File: src/rtl/blk_404638.sv
// -----------------------------------------------------------------------------
// blk_404638 : manycore link response-path adapter, credit side <-> ready/and
//
// Converts the response (rev) sub-link coming from a credit-based endpoint into
// a ready/and handshake toward the network. Responses from the credit side are
// pushed into a small FIFO unconditionally. The credit side may only send as
// many responses as it holds credits, and it starts with fifo_els_p credits.
// Each response popped toward the network returns one credit as a single-cycle
// registered pulse on credit_link_sif_o.rev.ready_and_rev.
//
// The forward (request) sub-link is a pure wire-through in both directions.
// The response sub-link from the ready/and side is also a wire-through,
// except for its ready_and_rev bit, which carries the credit pulse.
//
// Parameters
//   addr_width_p, data_width_p, x_cord_width_p, y_cord_width_p
//        Manycore geometry. The defaults are only placeholders for lint.
//        Set them for the target system.
//   fifo_els_p
//        Response buffer depth (>= 2). Also the number of credits owned by
//        the credit-side endpoint.
//   assert_overflow_p
//        Set to 1 to enable the simulation-time overflow error.
//
// Ports
//   clk_i                 clock
//   reset_i               asynchronous active-high reset
//   credit_link_sif_i     link from the credit-based endpoint
//   credit_link_sif_o     link to the credit-based endpoint
//   ready_and_link_sif_i  link from the ready/and network
//   ready_and_link_sif_o  link to the ready/and network
//
// Link layout (MSB first), bsg_manycore_link_sif_s:
//   fwd { v, request packet, ready_and_rev }
//   rev { v, return packet,  ready_and_rev }
// Packet widths:
//   request packet = addr + data + 2*(x + y) + op(2) + op_ex(4) + reg_id(5)
//   return packet  = type(2) + data + reg_id(5) + x + y
// -----------------------------------------------------------------------------
module blk_404638 #(
   parameter int addr_width_p      = 32,
   parameter int data_width_p      = 32,
   parameter int x_cord_width_p    = 7,
   parameter int y_cord_width_p    = 7,
   parameter int fifo_els_p        = 3,
   parameter bit assert_overflow_p = 1'b1,
   // Derived widths; not meant to be overridden.
   parameter int fwd_pkt_w_lp = addr_width_p + data_width_p
                              + 2*(x_cord_width_p + y_cord_width_p) + 2 + 4 + 5,
   parameter int ret_pkt_w_lp = 2 + data_width_p + 5 + x_cord_width_p + y_cord_width_p,
   parameter int fwd_w_lp     = fwd_pkt_w_lp + 2,
   parameter int rev_w_lp     = ret_pkt_w_lp + 2,
   parameter int link_w_lp    = fwd_w_lp + rev_w_lp
) (
   input  logic                 clk_i,
   input  logic                 reset_i,
   input  logic [link_w_lp-1:0] credit_link_sif_i,
   output logic [link_w_lp-1:0] credit_link_sif_o,
   input  logic [link_w_lp-1:0] ready_and_link_sif_i,
   output logic [link_w_lp-1:0] ready_and_link_sif_o
);

   localparam int ptr_w_lp = (fifo_els_p > 1) ? $clog2(fifo_els_p) : 1;
   localparam int cnt_w_lp = $clog2(fifo_els_p + 1);

   localparam logic [ptr_w_lp-1:0] last_ptr_lp = ptr_w_lp'(fifo_els_p - 1);
   localparam logic [cnt_w_lp-1:0] full_cnt_lp = cnt_w_lp'(fifo_els_p);

   // ---------------------------------------------------------------------------
   // Field unpacking. The rev sub-link occupies the low bits of the link.
   // ---------------------------------------------------------------------------
   logic [fwd_w_lp-1:0]     cr_fwd_in;
   logic [fwd_w_lp-1:0]     ra_fwd_in;
   logic                    cr_rev_v;
   logic [ret_pkt_w_lp-1:0] cr_rev_data;
   logic                    cr_rev_ready;
   logic                    ra_rev_v;
   logic [ret_pkt_w_lp-1:0] ra_rev_data;
   logic                    ra_rev_ready;

   assign cr_fwd_in    = credit_link_sif_i[link_w_lp-1:rev_w_lp];
   assign ra_fwd_in    = ready_and_link_sif_i[link_w_lp-1:rev_w_lp];
   assign cr_rev_v     = credit_link_sif_i[rev_w_lp-1];
   assign cr_rev_data  = credit_link_sif_i[rev_w_lp-2:1];
   assign cr_rev_ready = credit_link_sif_i[0];
   assign ra_rev_v     = ready_and_link_sif_i[rev_w_lp-1];
   assign ra_rev_data  = ready_and_link_sif_i[rev_w_lp-2:1];
   assign ra_rev_ready = ready_and_link_sif_i[0];

   // ---------------------------------------------------------------------------
   // Response FIFO state
   // ---------------------------------------------------------------------------
   logic [ret_pkt_w_lp-1:0] mem [fifo_els_p];
   logic [ptr_w_lp-1:0]     wr_ptr_reg;
   logic [ptr_w_lp-1:0]     rd_ptr_reg;
   logic [cnt_w_lp-1:0]     count_reg;
   logic                    credit_reg;

   logic                    empty;
   logic                    full;
   logic                    enq;
   logic                    deq;
   logic                    overflow;

   assign empty = (count_reg == '0);
   assign full  = (count_reg == full_cnt_lp);

   // The head is popped when it is offered and the network accepts it.
   assign deq = ~empty & ra_rev_ready;

   // A push is accepted whenever there is room. On a full FIFO that room
   // comes from a same-cycle pop. A push with no room means the endpoint
   // sent more responses than it had credits. That packet is dropped.
   assign enq      = cr_rev_v & (~full | deq);
   assign overflow = cr_rev_v & full & ~deq;

   // Storage is written without reset. Reset only needs to clear the
   // pointers and the count, which keeps this an array-style RAM.
   always_ff @(posedge clk_i) begin
      if (enq) begin
         mem[wr_ptr_reg] <= cr_rev_data;
      end
   end

   always_ff @(posedge clk_i or posedge reset_i) begin
      if (reset_i) begin
         wr_ptr_reg <= '0;
         rd_ptr_reg <= '0;
         count_reg  <= '0;
         credit_reg <= 1'b0;
      end else begin
         if (enq) begin
            wr_ptr_reg <= (wr_ptr_reg == last_ptr_lp) ? '0 : wr_ptr_reg + 1'b1;
         end
         if (deq) begin
            rd_ptr_reg <= (rd_ptr_reg == last_ptr_lp) ? '0 : rd_ptr_reg + 1'b1;
         end
         // Simultaneous push and pop leaves the occupancy unchanged.
         case ({enq, deq})
            2'b10:   count_reg <= count_reg + 1'b1;
            2'b01:   count_reg <= count_reg - 1'b1;
            default: count_reg <= count_reg;
         endcase
         // One credit per popped response, returned the following cycle.
         credit_reg <= deq;
      end
   end

   // Simulation-only check for a credit protocol violation.
   always_ff @(posedge clk_i) begin
      if (assert_overflow_p && !reset_i) begin
         assert (!overflow)
            else $error("blk_404638: response pushed into full buffer without credit");
      end
   end

   // ---------------------------------------------------------------------------
   // Output assembly
   // ---------------------------------------------------------------------------
   // There is no bypass. The head is read from storage, so a packet pushed
   // in cycle t first appears in cycle t+1.
   assign ready_and_link_sif_o = {cr_fwd_in, ~empty, mem[rd_ptr_reg], cr_rev_ready};
   assign credit_link_sif_o    = {ra_fwd_in, ra_rev_v, ra_rev_data, credit_reg};

endmodule

File: config.mk
export PLATFORM = sky130hd
export DESIGN_NAME = blk_404638
export DESIGN_NICKNAME = d
export VERILOG_FILES = /design/src/rtl/blk_404638.sv
export SDC_FILE = /design/constraint.sdc
export NUM_CORES = 1
export LEC_CHECK = 0
export BUFFER_PORTS_ARGS = -buffer_cell sky130_fd_sc_hd__buf_4
export CORE_AREA = 4 4 249 251
export CTS_CLUSTER_DIAMETER = 50
export DETAILED_ROUTE_END_ITERATION = 8
export DIE_AREA = 0 0 253 255
export GPL_TIMING_DRIVEN = 0
export SLEW_MARGIN = 20
export SYNTH_ARGS = -nofsm -noshare
export SYNTH_HDL_FRONTEND = slang
export SYNTH_SLANG_ARGS = --single-unit
File: constraint.sdc
create_clock -name clk_i -period 5.6 [get_ports clk_i]
set_clock_uncertainty 0.05 [all_clocks]
set_input_delay 0.28 -clock clk_i [delete_from_list [all_inputs] [get_ports clk_i]]
set_output_delay 0.28 -clock clk_i [all_outputs]
set_load 0.02 [all_outputs]
==> results.sh <==
export IMPL_grt_pass1_wl_mm=70.7
export IMPL_ant_nets=0
export IMPL_synth_edff_count=159
export IMPL_p_per_area_mw_per_mm2=388
export IMPL_holdWs_ps=96.3
export IMPL_rsz0062_at_grt="no"
export IMPL_synthTopCellsByArea="edfxtp_1, buf_4, mux2i_1, o21ai_1, nand2_1"
export IMPL_ys_seq_area_frac=0.602
export IMPL_finalCritPeriodShare=0.465
export IMPL_fmax_mhz=384
export IMPL_clockRootBuffer="clkbuf_16"
export IMPL_criticalPathCategory="flip-flop to flip-flop"
export IMPL_top_register="mem"
export IMPL_io_pins=642
export IMPL_rr_worst_depth=7
export IMPL_via_per_inst=3.38
export IMPL_synthCells=636
export IMPL_grt_use_total=0.173
export IMPL_grt_start_max_net_pins=36
export IMPL_yosys_cell_count_top_type="buf_4"
export IMPL_synth_top_area_share=0.581
export IMPL_grt_pass1_vias=6470
export IMPL_drt_wl_total_mm=59.3
export IMPL_peakVddDrop_v=0.000299
export IMPL_power_leakage_uw=0.00581
export IMPL_dpl_hpwl_mm=53.9
export IMPL_synthArstFlopShare=0.0422
export IMPL_synth_ff_type="edfxtp_1"
export IMPL_drv_slew=0
export IMPL_fp_row_count=90
export IMPL_synthesis_nets=958
export IMPL_critPathLaunch="count_reg[1]"
export IMPL_cts_sinks=166
export IMPL_crit_path_end_kind="flip-flop"
export IMPL_die_x_um=253
export IMPL_endpoint="mem[2][28]"
export IMPL_num_fill_cells=6406
export IMPL_cts_tree="built"
export IMPL_drv_cap=0
export IMPL_coreArea_mm2=0.0599
export IMPL_antenna_found_initial=40
export IMPL_critPathRequiredTime_ps=5700
export IMPL_ys_types=23
export IMPL_cts_made_buffers=17
export IMPL_post_cts_resized=0
export IMPL_clk_pin_slew_ps=70
export IMPL_post_cts_setup_buffers=0
export IMPL_synth_top_area_cell="edfxtp_1"
export IMPL_io_buffers=376
export IMPL_r2r_start="count_reg[1]"
export IMPL_ys_ff_latch=166
export IMPL_arrival_ps=2700
export IMPL_layout_drive_gt1_share=0.632
export IMPL_vias=6434
export IMPL_power_uw=5180
export IMPL_ctsHoldBuffers=54
export IMPL_final_nets=1422
export IMPL_fin_crit_ps=2600
export IMPL_routedWlPerCell_um=31.2
export IMPL_status="finished clean"
export IMPL_cts_max_path_buffers=2
export IMPL_place_congestion=0.949
export IMPL_synth_common_cells="buf_4, edfxtp_1, nand2_1"
export IMPL_setup_violations_final=0
export IMPL_ys_warn_count=0
export IMPL_largest_reg_flops=159
export IMPL_chipHeight_um=255
export IMPL_final_hold_violation_count=0
export IMPL_r2r_slack_ps=3000
export IMPL_crit_fanout=9
export IMPL_first_pass_iters=4
export IMPL_cp_start_kind="flip-flop"
export IMPL_clk_latency_ps=440
export IMPL_syn_area_mm2=0.00822
export IMPL_hp_class="input pin to flip-flop"
export IMPL_die_area_mm2=0.0645
export IMPL_drtIter0Drc=240
export IMPL_r2r_end="mem[2][28]"
export IMPL_syn_to_final_growth_pct=62.5
export IMPL_htreeDepth=4
export IMPL_gr_total_overflow=0
export IMPL_drc=0
export IMPL_postSynthAreaPerCell_um2=12.9
export IMPL_slew_headroom=0.529
export IMPL_max_slew_worst_pin_slew_ps=703
export IMPL_start_util=0.137
[how the worst min path moves through the flow]
| stage | startpoint | to | cells after the start |
|---|---|---|---|
| 6_report | credit_link_sif_i[54] | count_reg[1] | 3 |
| 5_1_grt | credit_link_sif_i[54] | count_reg[1] | 3 |
| 4_1_cts | credit_link_sif_i[54] | count_reg[1] | 3 |
| 3_5_place_dp | reset_i | count_reg[0] | 2 |
| 3_3_place_gp | reset_i | count_reg[1] | 2 |
| 2_1_floorplan | reset_i | count_reg[0] | 1 |
[metrics by stage]
step	instances	TNS, ps	setup slack, ps	utilization	area (um^2)
6_report	1902	0	3000	0.223	13400
5_1_grt	1895	0	2810	0.223	13300
4_1_cts	1895	0	2940	0.223	13300
3_5_place_dp	1809	0	2970	0.203	12200
3_3_place_gp	1794	-332990	-3420	0.201	12000
2_1_floorplan	636	0	473	-	8220
[layout by cell type (no fill, tap or decap), drive strengths merged]
master | netlist | layout
bufinv | 0 | 3
dfrtp | 7 | 7
nor3 | 2 | 2
mux2 | 1 | 1
buf | 278 | 669
edfxtp | 159 | 159
xor2 | 1 | 1
a21oi | 2 | 2
mux2i | 53 | 53
dlygate4sd3 | 0 | 54
inv | 3 | 11
clkinv | 0 | 4
nand2 | 57 | 57
o21ai | 55 | 55
a21o | 2 | 2
nor2 | 2 | 2
nand3b | 1 | 1
nand2b | 2 | 2
nor3b | 2 | 2
clkbuf | 6 | 23
or2 | 1 | 1
and4b | 1 | 1
diode | 0 | 7
o22ai | 1 | 1
[critical path: stages, from the launching register on]
cell,delay [ps]
dfrtp_1,450
nand3b_1,140
nand2_1,150
nor3b_2,620
buf_4,280
buf_4,200
buf_4,220
buf_4,200
[report_power, final]
part,switching (uW),total [uW],internal (uW)
Clock,536,1260,723
Sequential,68.4,1710,1640
Combinational,1320,2210,887
[cell families (layout without fill, tap and decap cells)]
logic type / count (synthesis) / after routing / share of synthesized area
flops: 166 / 166 / 0.602
other cells: 0 / 7 / 0
simple gates: 68 / 68 / 0.0344
buf+inv: 287 / 764 / 0.258
xor+xnor: 1 / 1 / 0.00107
mux: 54 / 54 / 0.0664
compound gates: 60 / 60 / 0.0373
[routing by layer]
metal	global-route usage	vias up	wire, um
met3	0.115	82	8470
met5	0	-	232
li1	-	2863	-
met4	0.0240	34	640
met1	0.191	3072	22100
met2	0.286	383	27900
[final cells by class]
cell class	count	area, um^2	area share
Tap cell	782	978	0.0733
Multi-Input combinational cell	183	1160	0.0867
Buffer	284	2110	0.158
Clock inverter	15	210	0.0157
Inverter	3	11.3	0.000843
Clock buffer	17	425	0.0319
Sequential cell	166	4950	0.371
Timing Repair Buffer	445	3490	0.261
Antenna cell	7	17.5	0.00131
No activity file was read; power rests on OpenSTA's default activity.
